**src/rtl/param_rx_bank_if.sv**
```systemverilog
// Byte-stream input and parameter-bank output bundle for param_rx_bank.
interface param_rx_bank_if #(
    parameter int unsigned NUM_PARAMS      = 4,
    parameter int unsigned BYTES_PER_PARAM = 3
);
    logic [7:0]                               i_data;
    logic                                     i_data_valid;
    logic                                     i_param_ready;
    logic [NUM_PARAMS*BYTES_PER_PARAM*8-1:0]  o_params;
    logic                                     o_params_valid;
    logic                                     o_frame_ok;
    logic                                     o_frame_err;
    logic [7:0]                               o_err_count;

    // Byte source and bank consumer.
    modport master (
        output i_data, i_data_valid, i_param_ready,
        input  o_params, o_params_valid, o_frame_ok, o_frame_err, o_err_count
    );

    // The receiver itself.
    modport slave (
        input  i_data, i_data_valid, i_param_ready,
        output o_params, o_params_valid, o_frame_ok, o_frame_err, o_err_count
    );
endinterface

```
**src/rtl/param_rx_bank.sv**
```systemverilog
// Frame receiver: header, big-endian payload words, XOR checksum. Good frames
// commit to an internal bank that is forwarded to the output bank when allowed.
module param_rx_bank #(
    parameter int unsigned NUM_PARAMS      = 4,
    parameter int unsigned BYTES_PER_PARAM = 3,
    parameter logic [7:0]  HEADER_BYTE     = 8'hA5,
    parameter int unsigned TIMEOUT_CYCLES  = 255
) (
    input logic            i_clk,
    input logic            i_rst_n,
    param_rx_bank_if.slave io_bus
);
    localparam int unsigned NBYTES    = NUM_PARAMS * BYTES_PER_PARAM;
    localparam int unsigned BANK_W    = NBYTES * 8;
    localparam logic [6:0]  LAST_BYTE = 7'(NBYTES - 1);
    localparam logic [15:0] TIMEOUT   = 16'(TIMEOUT_CYCLES);

    typedef enum logic [1:0] {StIdle, StPayload, StCsum} state_e;

    state_e              r_state, w_state_d;
    logic [6:0]          r_byte_cnt, w_byte_cnt_d;
    logic [7:0]          r_xor, w_xor_d;
    logic [15:0]         r_gap, w_gap_d;
    logic                w_stage_we, w_commit, w_err;
    logic [BANK_W-1:0]   r_stage, r_bank, r_out;
    logic                r_have_good, r_params_valid, r_frame_ok, r_frame_err;
    logic [7:0]          r_err_count;

    // State register.
    always_ff @(posedge i_clk or negedge i_rst_n) begin
        if (!i_rst_n) r_state <= StIdle;
        else          r_state <= w_state_d;
    end

    // Next state, frame counters and commit/error decisions.
    always_comb begin
        w_state_d    = r_state;
        w_byte_cnt_d = r_byte_cnt;
        w_xor_d      = r_xor;
        w_gap_d      = r_gap;
        w_stage_we   = 1'b0;
        w_commit     = 1'b0;
        w_err        = 1'b0;
        case (r_state)
            StIdle: begin
                if (io_bus.i_data_valid && io_bus.i_data == HEADER_BYTE) begin
                    w_state_d    = StPayload;
                    w_byte_cnt_d = '0;
                    w_xor_d      = '0;
                    w_gap_d      = '0;
                end
            end
            StPayload, StCsum: begin
                // Timeout wins over a byte offered in the same cycle.
                if (r_gap == TIMEOUT) begin
                    w_state_d = StIdle;
                    w_gap_d   = '0;
                    w_err     = 1'b1;
                end else if (io_bus.i_data_valid) begin
                    w_gap_d = '0;
                    if (r_state == StPayload) begin
                        w_stage_we = 1'b1;
                        w_xor_d    = r_xor ^ io_bus.i_data;
                        if (r_byte_cnt == LAST_BYTE) w_state_d = StCsum;
                        else                         w_byte_cnt_d = r_byte_cnt + 7'd1;
                    end else begin
                        w_state_d = StIdle;
                        if (io_bus.i_data == r_xor) w_commit = 1'b1;
                        else                        w_err    = 1'b1;
                    end
                end else begin
                    w_gap_d = r_gap + 16'd1;
                end
            end
            default: w_state_d = StIdle;
        endcase
    end

    // Frame bookkeeping registers.
    always_ff @(posedge i_clk or negedge i_rst_n) begin
        if (!i_rst_n) begin
            r_byte_cnt <= '0;
            r_xor      <= '0;
            r_gap      <= '0;
        end else begin
            r_byte_cnt <= w_byte_cnt_d;
            r_xor      <= w_xor_d;
            r_gap      <= w_gap_d;
        end
    end

    // Staging bank: payload byte i lands in word i/B, MSB-first within the word.
    always_ff @(posedge i_clk or negedge i_rst_n) begin
        if (!i_rst_n) begin
            r_stage <= '0;
        end else if (w_stage_we) begin
            for (int i = 0; i < int'(NBYTES); i++) begin
                if (r_byte_cnt == 7'(i)) begin
                    r_stage[((i / BYTES_PER_PARAM) * BYTES_PER_PARAM
                             + (BYTES_PER_PARAM - 1 - (i % BYTES_PER_PARAM))) * 8 +: 8]
                        <= io_bus.i_data;
                end
            end
        end
    end

    // Internal bank, result pulses and saturating error count.
    always_ff @(posedge i_clk or negedge i_rst_n) begin
        if (!i_rst_n) begin
            r_bank      <= '0;
            r_have_good <= 1'b0;
            r_frame_ok  <= 1'b0;
            r_frame_err <= 1'b0;
            r_err_count <= '0;
        end else begin
            r_frame_ok  <= w_commit;
            r_frame_err <= w_err;
            if (w_commit) begin
                r_bank      <= r_stage;
                r_have_good <= 1'b1;
            end
            if (w_err && r_err_count != 8'hFF) r_err_count <= r_err_count + 8'd1;
        end
    end

    // Output bank follows the pre-update internal bank while the consumer allows it.
    always_ff @(posedge i_clk or negedge i_rst_n) begin
        if (!i_rst_n) begin
            r_out          <= '0;
            r_params_valid <= 1'b0;
        end else if (io_bus.i_param_ready && r_have_good) begin
            r_out          <= r_bank;
            r_params_valid <= 1'b1;
        end
    end

    assign io_bus.o_params       = r_out;
    assign io_bus.o_params_valid = r_params_valid;
    assign io_bus.o_frame_ok     = r_frame_ok;
    assign io_bus.o_frame_err    = r_frame_err;
    assign io_bus.o_err_count    = r_err_count;
endmodule
```
**src/flat_wrapper.sv**
```systemverilog
// flat-port wrapper written by rule: the top's interface ports become plain ports
module param_rx_bank_flat 
#(
    parameter int unsigned NUM_PARAMS      = 4,
    parameter int unsigned BYTES_PER_PARAM = 3,
    parameter logic [7:0]  HEADER_BYTE     = 8'hA5,
    parameter int unsigned TIMEOUT_CYCLES  = 255
)
  (i_clk, i_rst_n, io_bus_i_data, io_bus_i_data_valid, io_bus_i_param_ready, io_bus_o_params, io_bus_o_params_valid, io_bus_o_frame_ok, io_bus_o_frame_err, io_bus_o_err_count);
  param_rx_bank_if #(.NUM_PARAMS(NUM_PARAMS), .BYTES_PER_PARAM(BYTES_PER_PARAM)) io_bus_i ();
  input logic i_clk;
  input logic i_rst_n;
  input wire logic [$bits(io_bus_i.i_data)-1:0] io_bus_i_data;
  input wire logic [$bits(io_bus_i.i_data_valid)-1:0] io_bus_i_data_valid;
  input wire logic [$bits(io_bus_i.i_param_ready)-1:0] io_bus_i_param_ready;
  output wire logic [$bits(io_bus_i.o_params)-1:0] io_bus_o_params;
  output wire logic [$bits(io_bus_i.o_params_valid)-1:0] io_bus_o_params_valid;
  output wire logic [$bits(io_bus_i.o_frame_ok)-1:0] io_bus_o_frame_ok;
  output wire logic [$bits(io_bus_i.o_frame_err)-1:0] io_bus_o_frame_err;
  output wire logic [$bits(io_bus_i.o_err_count)-1:0] io_bus_o_err_count;
  assign io_bus_i.i_data = io_bus_i_data;
  assign io_bus_i.i_data_valid = io_bus_i_data_valid;
  assign io_bus_i.i_param_ready = io_bus_i_param_ready;
  assign io_bus_o_params = io_bus_i.o_params;
  assign io_bus_o_params_valid = io_bus_i.o_params_valid;
  assign io_bus_o_frame_ok = io_bus_i.o_frame_ok;
  assign io_bus_o_frame_err = io_bus_i.o_frame_err;
  assign io_bus_o_err_count = io_bus_i.o_err_count;
  param_rx_bank #(.NUM_PARAMS(NUM_PARAMS), .BYTES_PER_PARAM(BYTES_PER_PARAM), .HEADER_BYTE(HEADER_BYTE), .TIMEOUT_CYCLES(TIMEOUT_CYCLES)) u_core (.i_clk(i_clk), .i_rst_n(i_rst_n), .io_bus(io_bus_i));
endmodule
```
**config.mk**
```make
export PLATFORM = sky130hd
export DESIGN_NAME = param_rx_bank_flat
export DESIGN_NICKNAME = d
export VERILOG_FILES = /design/src/rtl/param_rx_bank_if.sv /design/src/rtl/param_rx_bank.sv /design/src/flat_wrapper.sv
export SDC_FILE = /design/constraint.sdc
export NUM_CORES = 1
export LEC_CHECK = 0
export ABC_AREA = 1
export BUFFER_PORTS_ARGS = -buffer_cell sky130_fd_sc_hd__buf_2
export CAP_MARGIN = 20
export CORE_MARGIN = 4
export CORE_UTILIZATION = 23
export DETAILED_ROUTE_END_ITERATION = 8
export PLACE_DENSITY_LB_ADDON = 0.25
export RECOVER_POWER = 100
export SETUP_SLACK_MARGIN = 0.02
export SYNTH_ARGS = -nofsm -noshare
export SYNTH_HDL_FRONTEND = slang
export SYNTH_SLANG_ARGS = --single-unit
```
**constraint.sdc**
```tcl
create_clock -name i_clk -period 2.4 [get_ports i_clk]
set_input_delay 0 -clock i_clk [delete_from_list [all_inputs] [get_ports i_clk]]
set_output_delay 0 -clock i_clk [all_outputs]
set_load 0.02 [all_outputs]
```
==> flow_summary.ini <==
[sta]
setup_violations = 0
clock_skew_ps = 9.32
slew_viol_final = 55
relSlewSlack_pct = -4.31
finalHoldViolCount = 0
fmax_ghz = 0.462
tns_ps = 0
min_period_over_period_pct = 90.2
finalCriticalPeriod_ps = 2160
worst_slew_pin_slew_ps = 1560
rsz0062_at_grt = false

[floorplanning]
start_util_pct = 23.3
die_h_um = 252
io_pins = 119
die_w_um = 252
dieArea_mm2 = 0.0636
row_count = 89
core_area_mm2 = 0.0590

[detailed_routing]
drt-total-wl_um = 34200
vias_per_cell = 4.10
vias = 9391
drc = 0
maxUsedRoutingLayer = met4
antenna_left = 0
wl_met1_um = 15300
drtIter0Drc = 589
wl_met3_um = 1530
drt-pass1-iter-count = 5
avgRoutedWirePerCell_um = 14.9
route.met2.wl_um = 16700

[logic_synthesis]
yosys.area_share.simple_pct = 17.4
synth_top_family_by_area = simple AND/OR/NAND/NOR gates
synth_adder_area_share_pct = 1.00
ys_seq_elements = 333
synth_cells = 1355
netlist_area_mm2 = 0.0137
avgSynthCellArea_um2 = 10.1
yosys.area_share.xor_xnor_pct = 0.702
ys_warn_count = 0
synth_compound_area_share_pct = 6.18
synth-seq-area-share_pct = 60.7
yosysUniqueCellTypes = 35
synth_fp_nets = 1378
muxShareOfSynthArea_pct = 7.88

[clocking]
cts_resized = 0
clockBufferDepth = 3
cts_post_setup_buffers_inserted = 0
clockRootBuffer = clkbuf_16
clkLatencyLatePin_ps = 520
clock-sinks = 333
clk_pin_slew_worst_paths_ps = 60
cts_max_level = 2
cts_tree = yes
cts_buffers = 38

[power]
max-vdd-ir-drop_mv = 0.399
powerDensity_mw_per_mm2 = 905
p_leak_nw = 7.99

[place]
gp_congestion = 0.807
place_inst = 2218
io_buffer_count = 118
dpl.hpwl_um = 22600

[min_path]
hold_path_class = in2async

[global_routing]
gr-total-overflow = 0
grt_start_max_net_pins = 95
grt_pass1_vias = 9580
grt_use_total_pct = 10.7
grt_pass1_wl_um = 54500
antenna_found_initial = 0

[worst_setup_path]
cp_max_fo = 20
crit_path_start_kind = register
worstPathArrival_ps = 2590
r2r_cells = 6
crit_required_ps = 2830
reg2reg_to = u_core.r_stage[77]
crit_type = reg2reg
crit_path_end_kind = register
r2r_start = u_core.r_state[0]
regToRegSetupSlack_ps = 240

[final_layout]
fin_nets = 1519
fillCellCount = 6273
drive_gt1_share_pct = 14.8
finalNonFillerCells = 2290
final_common_cell = nand2_1
areaGrowthSynthToFinish_pct = 18.6
diodes = 0
final_cell_mix = nand2_1, dfrtp_1, o21ai_0
finish.utilization_pct = 27.6

[run]
maxCapViolCount = 1

[run_status]
violations = max-capacitance violations, max-slew violations
status = finished with violations
synthesized netlist by cell type:
| cell type | number | area [um2] |
|---|---|---|
| nand2_1 | 422 | 1580 |
| clkbuf_1 | 9 | 33.8 |
| clkinv_4 | 1 | 8.76 |
| nand2_2 | 3 | 18.8 |
| clkinv_2 | 7 | 35.0 |
| o21ai_1 | 13 | 65.1 |
| mux2_2 | 96 | 1080 |
| a21oi_1 | 6 | 30.0 |
| inv_1 | 96 | 360 |
| nand2_4 | 1 | 11.3 |
| nand3_1 | 47 | 235 |
| nor2_1 | 38 | 143 |
| nand3_2 | 3 | 30.0 |
| o21ai_2 | 1 | 8.76 |
| nand4_2 | 5 | 62.6 |
| buf_6 | 18 | 203 |
| nor2_2 | 7 | 43.8 |
| inv_2 | 5 | 18.8 |
| buf_1 | 7 | 26.3 |
| xnor2_1 | 2 | 17.5 |
| buf_4 | 5 | 37.5 |
| nand4_4 | 1 | 21.3 |
| nor3_2 | 1 | 10.0 |
| a21oi_2 | 1 | 8.76 |
| buf_2 | 22 | 110 |
| or2_2 | 3 | 18.8 |
| nor3_4 | 1 | 16.3 |
| and3_1 | 2 | 12.5 |
| dfrtp_1 | 333 | 8330 |
| nor3b_1 | 2 | 15.0 |
| o21ai_0 | 147 | 736 |
| nor3_1 | 12 | 60.1 |
| xor2_1 | 9 | 78.8 |
| nand4_1 | 18 | 113 |
| ha_1 | 11 | 138 |
timing repair:
action / CTS / global route
hold endpoints to repair: 348 / 0
hold buffers: 11 / 0
endpoints found under the setup margin: 0 / 0
worst max path at each step:
stage                                              end  cells past startpoint  slack [ps]              start
after CTS                           u_core.r_stage[41]                      9         210    u_core.r_gap[0]
after global routing      u_core.io_bus.o_err_count[3]                     10          40    u_core.r_gap[1]
after floorplan                   u_core.r_byte_cnt[0]                      9         480  u_core.r_state[0]
after global placement              u_core.r_stage[45]                      9         280    u_core.r_gap[0]
final                               u_core.r_stage[77]                      6         240  u_core.r_state[0]
after detailed placement            u_core.r_stage[41]                      9         230    u_core.r_gap[0]
final cells by class:
type / instances / area (um2) / area share, %
repair buffers: 162 / 817 / 5.02
multi-input cells: 852 / 4540 / 27.9
well taps: 773 / 967 / 5.94
clock inverters: 13 / 156 / 0.961
inverters: 109 / 423 / 2.60
flip-flops and latches: 333 / 8330 / 51.2
clock buffers: 48 / 1040 / 6.39
worst max-delay path, stage by stage (launching register included):
cell,delay (ps)
dfrtp_1,400
inv_1,100
ha_1,310
buf_4,290
buf_4,310
nand4_2,370
o21ai_0,290
routing by layer:
metal  GRT usage (%)  up-vias
met1            13.6     4560
met3            2.45       41
met5               0        -
met2            18.4      147
met4            3.03        0
li1                -     4643
flip-flops by register name, summed over array words and instances (netlist names):
| name | count |
|---|---|
| u_core.r_xor | 8 |
| u_core.io_bus.o_err_count | 8 |
| u_core.io_bus.o_frame_err | 1 |
| u_core.r_have_good | 1 |
| u_core.r_bank | 96 |
| u_core.io_bus.o_params_valid | 1 |
| u_core.r_byte_cnt | 7 |
| u_core.r_gap | 16 |
| u_core.io_bus.o_frame_ok | 1 |
| u_core.r_state | 2 |
| u_core.r_stage | 96 |
| u_core.io_bus.o_params | 96 |
kinds of logic (layout without fill, tap and decap cells):
| logic type | count (synthesis) | count (layout) |
|---|---|---|
| adders and majority gates | 11 | 11 |
| and+or+nand+nor | 566 | 566 |
| xor gates and xnor gates | 11 | 11 |
| DFF | 333 | 333 |
| buffers and inverters | 170 | 332 |
| muxes | 96 | 96 |
| AOI/OAI and AO/OA | 168 | 168 |
power breakdown:
part | total, mW | switching [mW] | internal, mW
clock | 5.68 | 2.30 | 3.38
combinational | 2.52 | 1.75 | 0.771
sequential | 6.53 | 0.327 | 6.21
per-stage QoR:
stage / power, mW / instance area [um2] / hold WS [ps] / setup slack (ps)
2_1_floorplan: 8.33 / 13700 / -296 / 479
6_report: 14.7 / 16300 / 422 / 235
5_1_grt: 15.6 / 16300 / 430 / 35.2
4_1_cts: 15.1 / 16500 / 14.4 / 215
3_5_place_dp: 9.28 / 15200 / -28.4 / 230
3_3_place_gp: 9.22 / 15200 / -25.6 / 278
Note: power is estimated with default switching activity, not from simulation.
